File: src/rtl/slot_arbiter_rr.sv
// Round-robin time-slot arbiter: each grant lasts at most SLOT_CYCLES enabled cycles.
// Optional macro SLOT_ARB_LOCK_EN adds a `lock` input that lets the owner keep the resource at slot end.
module slot_arbiter_rr #(
    parameter int NUM_REQ     = 4,
    parameter int SLOT_CYCLES = 8,
    parameter int SLOT_BITS   = $clog2(SLOT_CYCLES),
    parameter int IDX_BITS    = $clog2(NUM_REQ)
) (
    input  logic                 clk,
    input  logic                 reset,
    input  logic                 enable,
    input  logic [NUM_REQ-1:0]   request,
`ifdef SLOT_ARB_LOCK_EN
    input  logic                 lock,
`endif
    output logic [NUM_REQ-1:0]   grant,
    output logic                 grant_valid,
    output logic [IDX_BITS-1:0]  grant_index,
    output logic [SLOT_BITS-1:0] slot_count,
    output logic                 slot_end
);

    typedef enum logic {IDLE = 1'b0, BUSY = 1'b1} state_t;

    state_t               state_reg, state_next;
    logic [NUM_REQ-1:0]   grant_reg, grant_next;
    logic [IDX_BITS-1:0]  index_reg, index_next;
    logic [IDX_BITS-1:0]  last_ptr_reg, last_ptr_next;
    logic [SLOT_BITS-1:0] slot_reg, slot_next;

    logic [IDX_BITS-1:0]  cand_idx [NUM_REQ];
    logic [NUM_REQ-1:0]   cand_hit;
    logic                 pick_valid;
    logic [IDX_BITS-1:0]  pick_idx;
    logic                 owner_req;
    logic                 slot_last;
    logic                 lock_hold;

`ifdef SLOT_ARB_LOCK_EN
    assign lock_hold = lock;
`else
    assign lock_hold = 1'b0;
`endif

    // Candidate gi is the requester gi+1 positions after the last winner.
    genvar gi;
    generate
        for (gi = 0; gi < NUM_REQ; gi++) begin : g_cand
            assign cand_idx[gi] = IDX_BITS'((int'(last_ptr_reg) + gi + 1) % NUM_REQ);
            assign cand_hit[gi] = request[cand_idx[gi]];
        end
    endgenerate

    always_comb begin
        pick_valid = 1'b0;
        pick_idx   = '0;
        for (int k = NUM_REQ - 1; k >= 0; k--) begin
            if (cand_hit[k]) begin
                pick_valid = 1'b1;
                pick_idx   = cand_idx[k];
            end
        end
    end

    assign owner_req = request[index_reg];
    assign slot_last = (slot_reg == SLOT_BITS'(SLOT_CYCLES - 1));

    always_comb begin
        state_next    = state_reg;
        index_next    = index_reg;
        last_ptr_next = last_ptr_reg;
        slot_next     = slot_reg;
        case (state_reg)
            IDLE: begin
                if (pick_valid) begin
                    state_next    = BUSY;
                    index_next    = pick_idx;
                    last_ptr_next = pick_idx;
                    slot_next     = '0;
                end
            end
            BUSY: begin
                if (!owner_req) begin
                    // Early release wins over slot end; owner is not eligible.
                    slot_next = '0;
                    if (pick_valid) begin
                        index_next    = pick_idx;
                        last_ptr_next = pick_idx;
                    end else begin
                        state_next = IDLE;
                        index_next = '0;
                    end
                end else if (slot_last) begin
                    slot_next = '0;
                    if (!lock_hold) begin
                        // Owner still requests, so the search always finds someone.
                        index_next    = pick_idx;
                        last_ptr_next = pick_idx;
                    end
                end else begin
                    slot_next = slot_reg + SLOT_BITS'(1);
                end
            end
            default: begin
                state_next = IDLE;
                index_next = '0;
                slot_next  = '0;
            end
        endcase
    end

    generate
        for (gi = 0; gi < NUM_REQ; gi++) begin : g_onehot
            assign grant_next[gi] = (state_next == BUSY) && (index_next == IDX_BITS'(gi));
        end
    endgenerate

    always_ff @(posedge clk or posedge reset) begin
        if (reset) begin
            state_reg    <= IDLE;
            grant_reg    <= '0;
            index_reg    <= '0;
            last_ptr_reg <= IDX_BITS'(NUM_REQ - 1);
            slot_reg     <= '0;
        end else if (enable) begin
            state_reg    <= state_next;
            grant_reg    <= grant_next;
            index_reg    <= index_next;
            last_ptr_reg <= last_ptr_next;
            slot_reg     <= slot_next;
        end
    end

    assign grant       = grant_reg;
    assign grant_valid = |grant_reg;
    assign grant_index = index_reg;
    assign slot_count  = slot_reg;
    assign slot_end    = grant_valid && slot_last;

endmodule

File: config.mk
export PLATFORM = sky130hd
export DESIGN_NAME = slot_arbiter_rr
export DESIGN_NICKNAME = d
export VERILOG_FILES = /design/src/rtl/slot_arbiter_rr.sv
export SDC_FILE = /design/constraint.sdc
export NUM_CORES = 1
export LEC_CHECK = 0
export ABC_AREA = 1
export BUFFER_PORTS_ARGS = -buffer_cell sky130_fd_sc_hd__buf_2
export CORE_MARGIN = 3
export CORE_UTILIZATION = 40
export DETAILED_ROUTE_END_ITERATION = 6
export HOLD_SLACK_MARGIN = 0.02
export PLACE_DENSITY = 0.65
export SETUP_SLACK_MARGIN = 0.02
export SYNTH_ARGS = -nofsm -noshare
export SYNTH_HDL_FRONTEND = slang
export SYNTH_SLANG_ARGS = --single-unit
File: constraint.sdc
create_clock -name clk -period 2.05 [get_ports clk]
set_input_delay 0.3075 -clock clk [delete_from_list [all_inputs] [get_ports clk]]
set_output_delay 0.3075 -clock clk [all_outputs]
set_load 0.01 [all_outputs]
---- Word level (Yosys, flattened, before mapping) ----
Index checks and enable logic that the tools add are counted.
storage, ports and cells
  register bits after elaboration ......... 12
  latch bits .............................. 0
  RAM bits ................................ 0
  memory bits (read-only) ................. 0
  bits of input ports ..................... 7
  output and inout port bits .............. 11
  logic and storage cells ................. 67
  memories kept ........................... 0
cells by class
  $add $sub $neg .......................... 7
  multipliers ............................. 0
  div/mod/pow operators ................... 0
  $lt $le $gt $ge ......................... 5
  eq/ne operators ......................... 6
  shift operators ......................... 0
  muxes and demuxes ....................... 34
  bitwise gates (word level) .............. 1
  reductions and logical operators ........ 9
operators with widths
  kind                   count
  $mux W2                11
  $lt A2 B3 Y1 const B   5
  $mux W1                11
  $bmux W1 S2            5
  $mux W3                3
  $add A2 B1 Y2 const B  4
  $pmux W2 S2            2
  $pmux W3 S2            1
  $logic_and A1 B1 Y1    5
  $add A2 B2 Y2 const B  2
  $eq A2 B2 Y1 const B   2
  $reduce_and A2 Y1      2
  $reduce_or A4 Y1       1
  $add A3 B1 Y3 const B  1
  $eq A3 B3 Y1 const B   1
  $ne A3 B2 Y1 const B   1
  $eq A2 B1 Y1 const B   1
  $logic_not A2 Y1       1
  $ne A2 B2 Y1 const B   1
  $pmux W1 S2            1
  $not A1 Y1             1

---- Logic depth before layout (Yosys ltp) ----
  depth after elaboration ................. 13
  gate-level depth with buffers ........... 13
  depth with buffers taken out ............ 13

---- Least setup slack after synthesis ----
OpenSTA, ideal clock, no wires.
  path kind ............................... register to register
  from .................................... register last_ptr_reg[0]
  to ...................................... register grant_reg[3] (netlist: grant[3])
  library setup time ...................... 0.118 ns
  data arrival time ....................... 1.447 ns
  required time ........................... 1.932 ns
  path slack .............................. 0.486 ns
  cell stages (with the launch flop) ...... 13
  clock period less this slack ............ 1.564 ns
  cell sequence ........................... dfstp_2 -> buf_6 -> nand2_4 -> nand2_2 -> nand2_1 -> o21ai_1 -> inv_1 -> nand3_1 -> nand3_2 -> nand3_4 -> inv_2 -> nand3_1 -> nand2_1
between the ends
  cells in the longest elaborated chain, start to end .. 13
ends and longest elaborated chain
  element                                                 RTL line  text
  start, declared                                         28        logic [IDX_BITS-1:0] last_ptr_reg, last_ptr_next;
  start signal, assigned                                  123       last_ptr_reg <= IDX_BITS'(NUM_REQ - 1);
  start signal, assigned                                  129       last_ptr_reg <= last_ptr_next;
  $add A2 B2 Y2                                           49        assign cand_idx[gi] = IDX_BITS'((int'(last_ptr_reg) + gi + 1) % NUM_REQ);
  $add A2 B1 Y2                                           49
  $bmux W1 S2                                             50        assign cand_hit[gi] = request[cand_idx[gi]];
  $mux W1 (not written as such)                           50
  $mux W2 / $mux W1 (equally long branches) (4 in a row)  58        if (cand_hit[k]) begin
  $mux W2 (on tied branches)                              86, 93
  $mux W2                                                 83        if (!owner_req) begin
  $pmux W2 S2                                             73        case (state_reg)
  $eq A2 B2 Y1                                            114       assign grant_next[gi] = (state_next == BUSY) && (index_next == IDX_BITS'(gi));
  $logic_and A1 B1 Y1 (*)                                 114
  end signal, assigned                                    127       grant_reg <= grant_next;
  end, declared                                           26        logic [NUM_REQ-1:0] grant_reg, grant_next;
Mark *: on every way between the ends. The rest lies on a longest branch, timed or not. The select of a mux whose other input is x is not followed.
A chain may end at the register's enable or synchronous reset.

---- Worst setup path after layout ----
  from .................................... register grant_reg[3] (netlist: grant[3])
  to ...................................... output slot_end
between the ends
  cells in the longest elaborated chain, start to end .. 2
ends and longest elaborated chain
  element              RTL line  text
  $reduce_or A4 Y1     135       assign grant_valid = |grant_reg;
  $logic_and A1 B1 Y1  138       assign slot_end = grant_valid && slot_last;
  end, declared        20        output logic slot_end
Every way passes these cells.

==> results.toml <==
[cts]
clockBufferDepth = 2
clock-root-buffer = "clkbuf_4"
clk_pin_slew_ns = 0.08
numCtsBuffers = 3
hold_buffers = 0
cts_tree = "built"
cts-resized-gates = 0
h-tree-depth = 1
insertion_delay_ns = 0.28
cts_sinks = 12

[grt]
antenna_found_initial = 0
grt_pass1_vias = 805
grt_max_degree = 13
grt_overflow = 0
grt_pass1_wl_um = 3380
grt_use_total = 0.160

[pwr]
max-vdd-ir-drop_uv = 704
p_seq_frac = 0.272
powerDensity_nw_per_um2 = 1550
cell_internal_pwr_uw = 790
p_switching_uw = 804
combPwrFrac = 0.631
p_leak_uw = 0.000598
clockPowerShare = 0.097
netSwitchingFraction = 0.504

[worst_setup_path]
cp_slowest_cell = "or4_1"
critical_path.endpoint_type = "output port"
path_buf_inv = 1
worst_path_largest_cell_delay_ns = 0.54
reg2reg_slack_ns = 0.34
crit_family = "simple AND/OR/NAND/NOR gates"
rr_startpoint = "last_ptr_reg[0]"
path_cells = "or4_1, and2_1, buf_2"
crit_path_start_kind = "register"
r2r_end = "grant[0]"
arrival_ns = 1.51
crit_type = "reg -> out"
critPathRequiredTime_ns = 1.74
cp_max_fo = 3
r2r_cells = 11

[sta]
period_needed_ns = 1.82
setup_viol = 0
finalMaxSlewViolations = 0
hold_viol = 0
clock.fmax_mhz = 551
clock_skew_ns = 0.00905
final.setup.tns_ns = 0
max_slew_margin = 0.698
rsz0062_at_grt = "false"
tightest_slew_ns = 0.453
fin_crit_sh = 0.886

[final_layout]
layout.area.seq_um2 = 303
syn2layout_area_growth_pct = 17.0
nNetsFinal = 159
nFillCells = 195
layout-drive-gt1-share = 0.262
largest_reg_flops = 4
utilization = 0.508
antenna_cells = 0
multiInputGateArea_um2 = 504

[synth]
synth_top_family_by_area = "simple AND/OR/NAND/NOR gates"
ys_seq_elements = 12
synth_xor_area_frac = 0
syn_area_um2 = 878
syn_avg_cell_area_um2 = 6.92
synth-simple-area-share = 0.444
syn-num-nets = 136
synth_cell_types = 26
postSynthCellCount = 127
ys_seq_area_frac = 0.345
synth_adder_area_share = 0.0285
synth_mux_area_frac = 0
yosys_warnings = 0
synth_compound_area_frac = 0.101

[floorplan]
num_rows = 16
dieHeight_um = 52.9
design.core.area_um2 = 2020
ios = 18
fp.dieW_um = 52.9
dieArea_um2 = 2790
start_util = 0.434

[status]
outcome = "finished clean"

[drt]
drt-wirelength-per-cell_um = 11.5
drc = 0
wl_um = 2020
via_count = 904
firstDrtPassIters = 4
drt_iter0_drc = 18
postRouteAntennaNets = 0
vias_per_cell = 5.14

[hold_path]
holdCritPathClass = "in -> async"

[placement]
dpl.hpwl_um = 1600
io_buffers = 17
gp_congestion = 0.960

[run]
drv_cap = 0
cells in the final DEF (no fill, tap or decap), drive strengths merged:
cell    count
ha          2
inv        15
nand4       2
o21ai       8
nand2      53
buf        19
dfrtp      10
o2111a      1
a31oi       1
clkinv      1
o22ai       1
and2        1
a21oi       2
clkbuf      4
nand3      17
or4         1
dfstp       2
o211ai      1
nor2        8
power by group through the flow:
stage	registers (µW)	clock network (µW)	logic, µW
after floorplan	450	0	743
after global placement	459	0	934
after detailed placement	465	0	944
after CTS	461	158	951
after global routing	451	170	1150
final	434	154	1010
metal layers:
| layer | track usage | vias to the layer above | routed length (µm) |
|---|---|---|---|
| met5 | 0 | - | 0 |
| met3 | 0.0338 | 4 | 110 |
| met4 | 0.0511 | 0 | 20 |
| met1 | 0.221 | 421 | 962 |
| li1 | - | 455 | - |
| met2 | 0.248 | 24 | 926 |
cells in the mapped netlist, drive strengths merged:
library cell	count	area share
a21oi	2	0.011
a31oi	1	0.0071
and2	1	0.0071
buf	1	0.013
clkinv	1	0.0043
dfrtp	10	0.28
dfstp	2	0.060
ha	2	0.028
inv	15	0.064
nand2	53	0.25
nand3	17	0.13
nand4	2	0.014
nor2	8	0.040
o2111a	1	0.013
o211ai	1	0.0086
o21ai	8	0.054
o22ai	1	0.0071
or4	1	0.0086
layout make-up:
type	count	area share
multi-input combinational	98	0.491
sequential	12	0.295
timing repair buffer	19	0.0974
inverter	16	0.0585
tap	27	0.0329
clock buffer	4	0.0256
metrics by stage:
step / area (µm²) / total power (µW) / hold slack, ns / setup WS [ns] / std cells
final: 1030 / 1590 / 0.0216 / 0.234 / 176
after floorplan: 878 / 1190 / 0.171 / 0.486 / 127
after global routing: 1030 / 1770 / 0.0584 / 0.172 / 176
after global placement: 986 / 1390 / 0.338 / 0.224 / 170
after detailed placement: 986 / 1410 / 0.341 / 0.167 / 170
after CTS: 1010 / 1570 / 0.0420 / 0.151 / 174
logic make-up after synthesis:
family / Yosys count
simple gates: 82
compound gates: 14
fa+ha+maj: 2
buf+inv: 17
flops: 12
worst max path at each step:
stage / slack, ns / cells after the start / start / to
CTS: 0.15 / 11 / last_ptr_reg[0] / grant[0]
floorplan: 0.49 / 12 / last_ptr_reg[0] / grant[3]
global route: 0.17 / 10 / last_ptr_reg[0] / grant[2]
finish: 0.23 / 3 / grant[3] / slot_end
detailed placement: 0.17 / 11 / last_ptr_reg[0] / grant[0]
global placement: 0.22 / 11 / last_ptr_reg[0] / grant[0]
what timing repair did:
action / CTS / global route
endpoints found under the setup margin: 0 / 2
buffers inserted: 0 / 2
hold endpoints to repair: 0 / 0
Note: power is estimated with default switching activity, not from simulation.
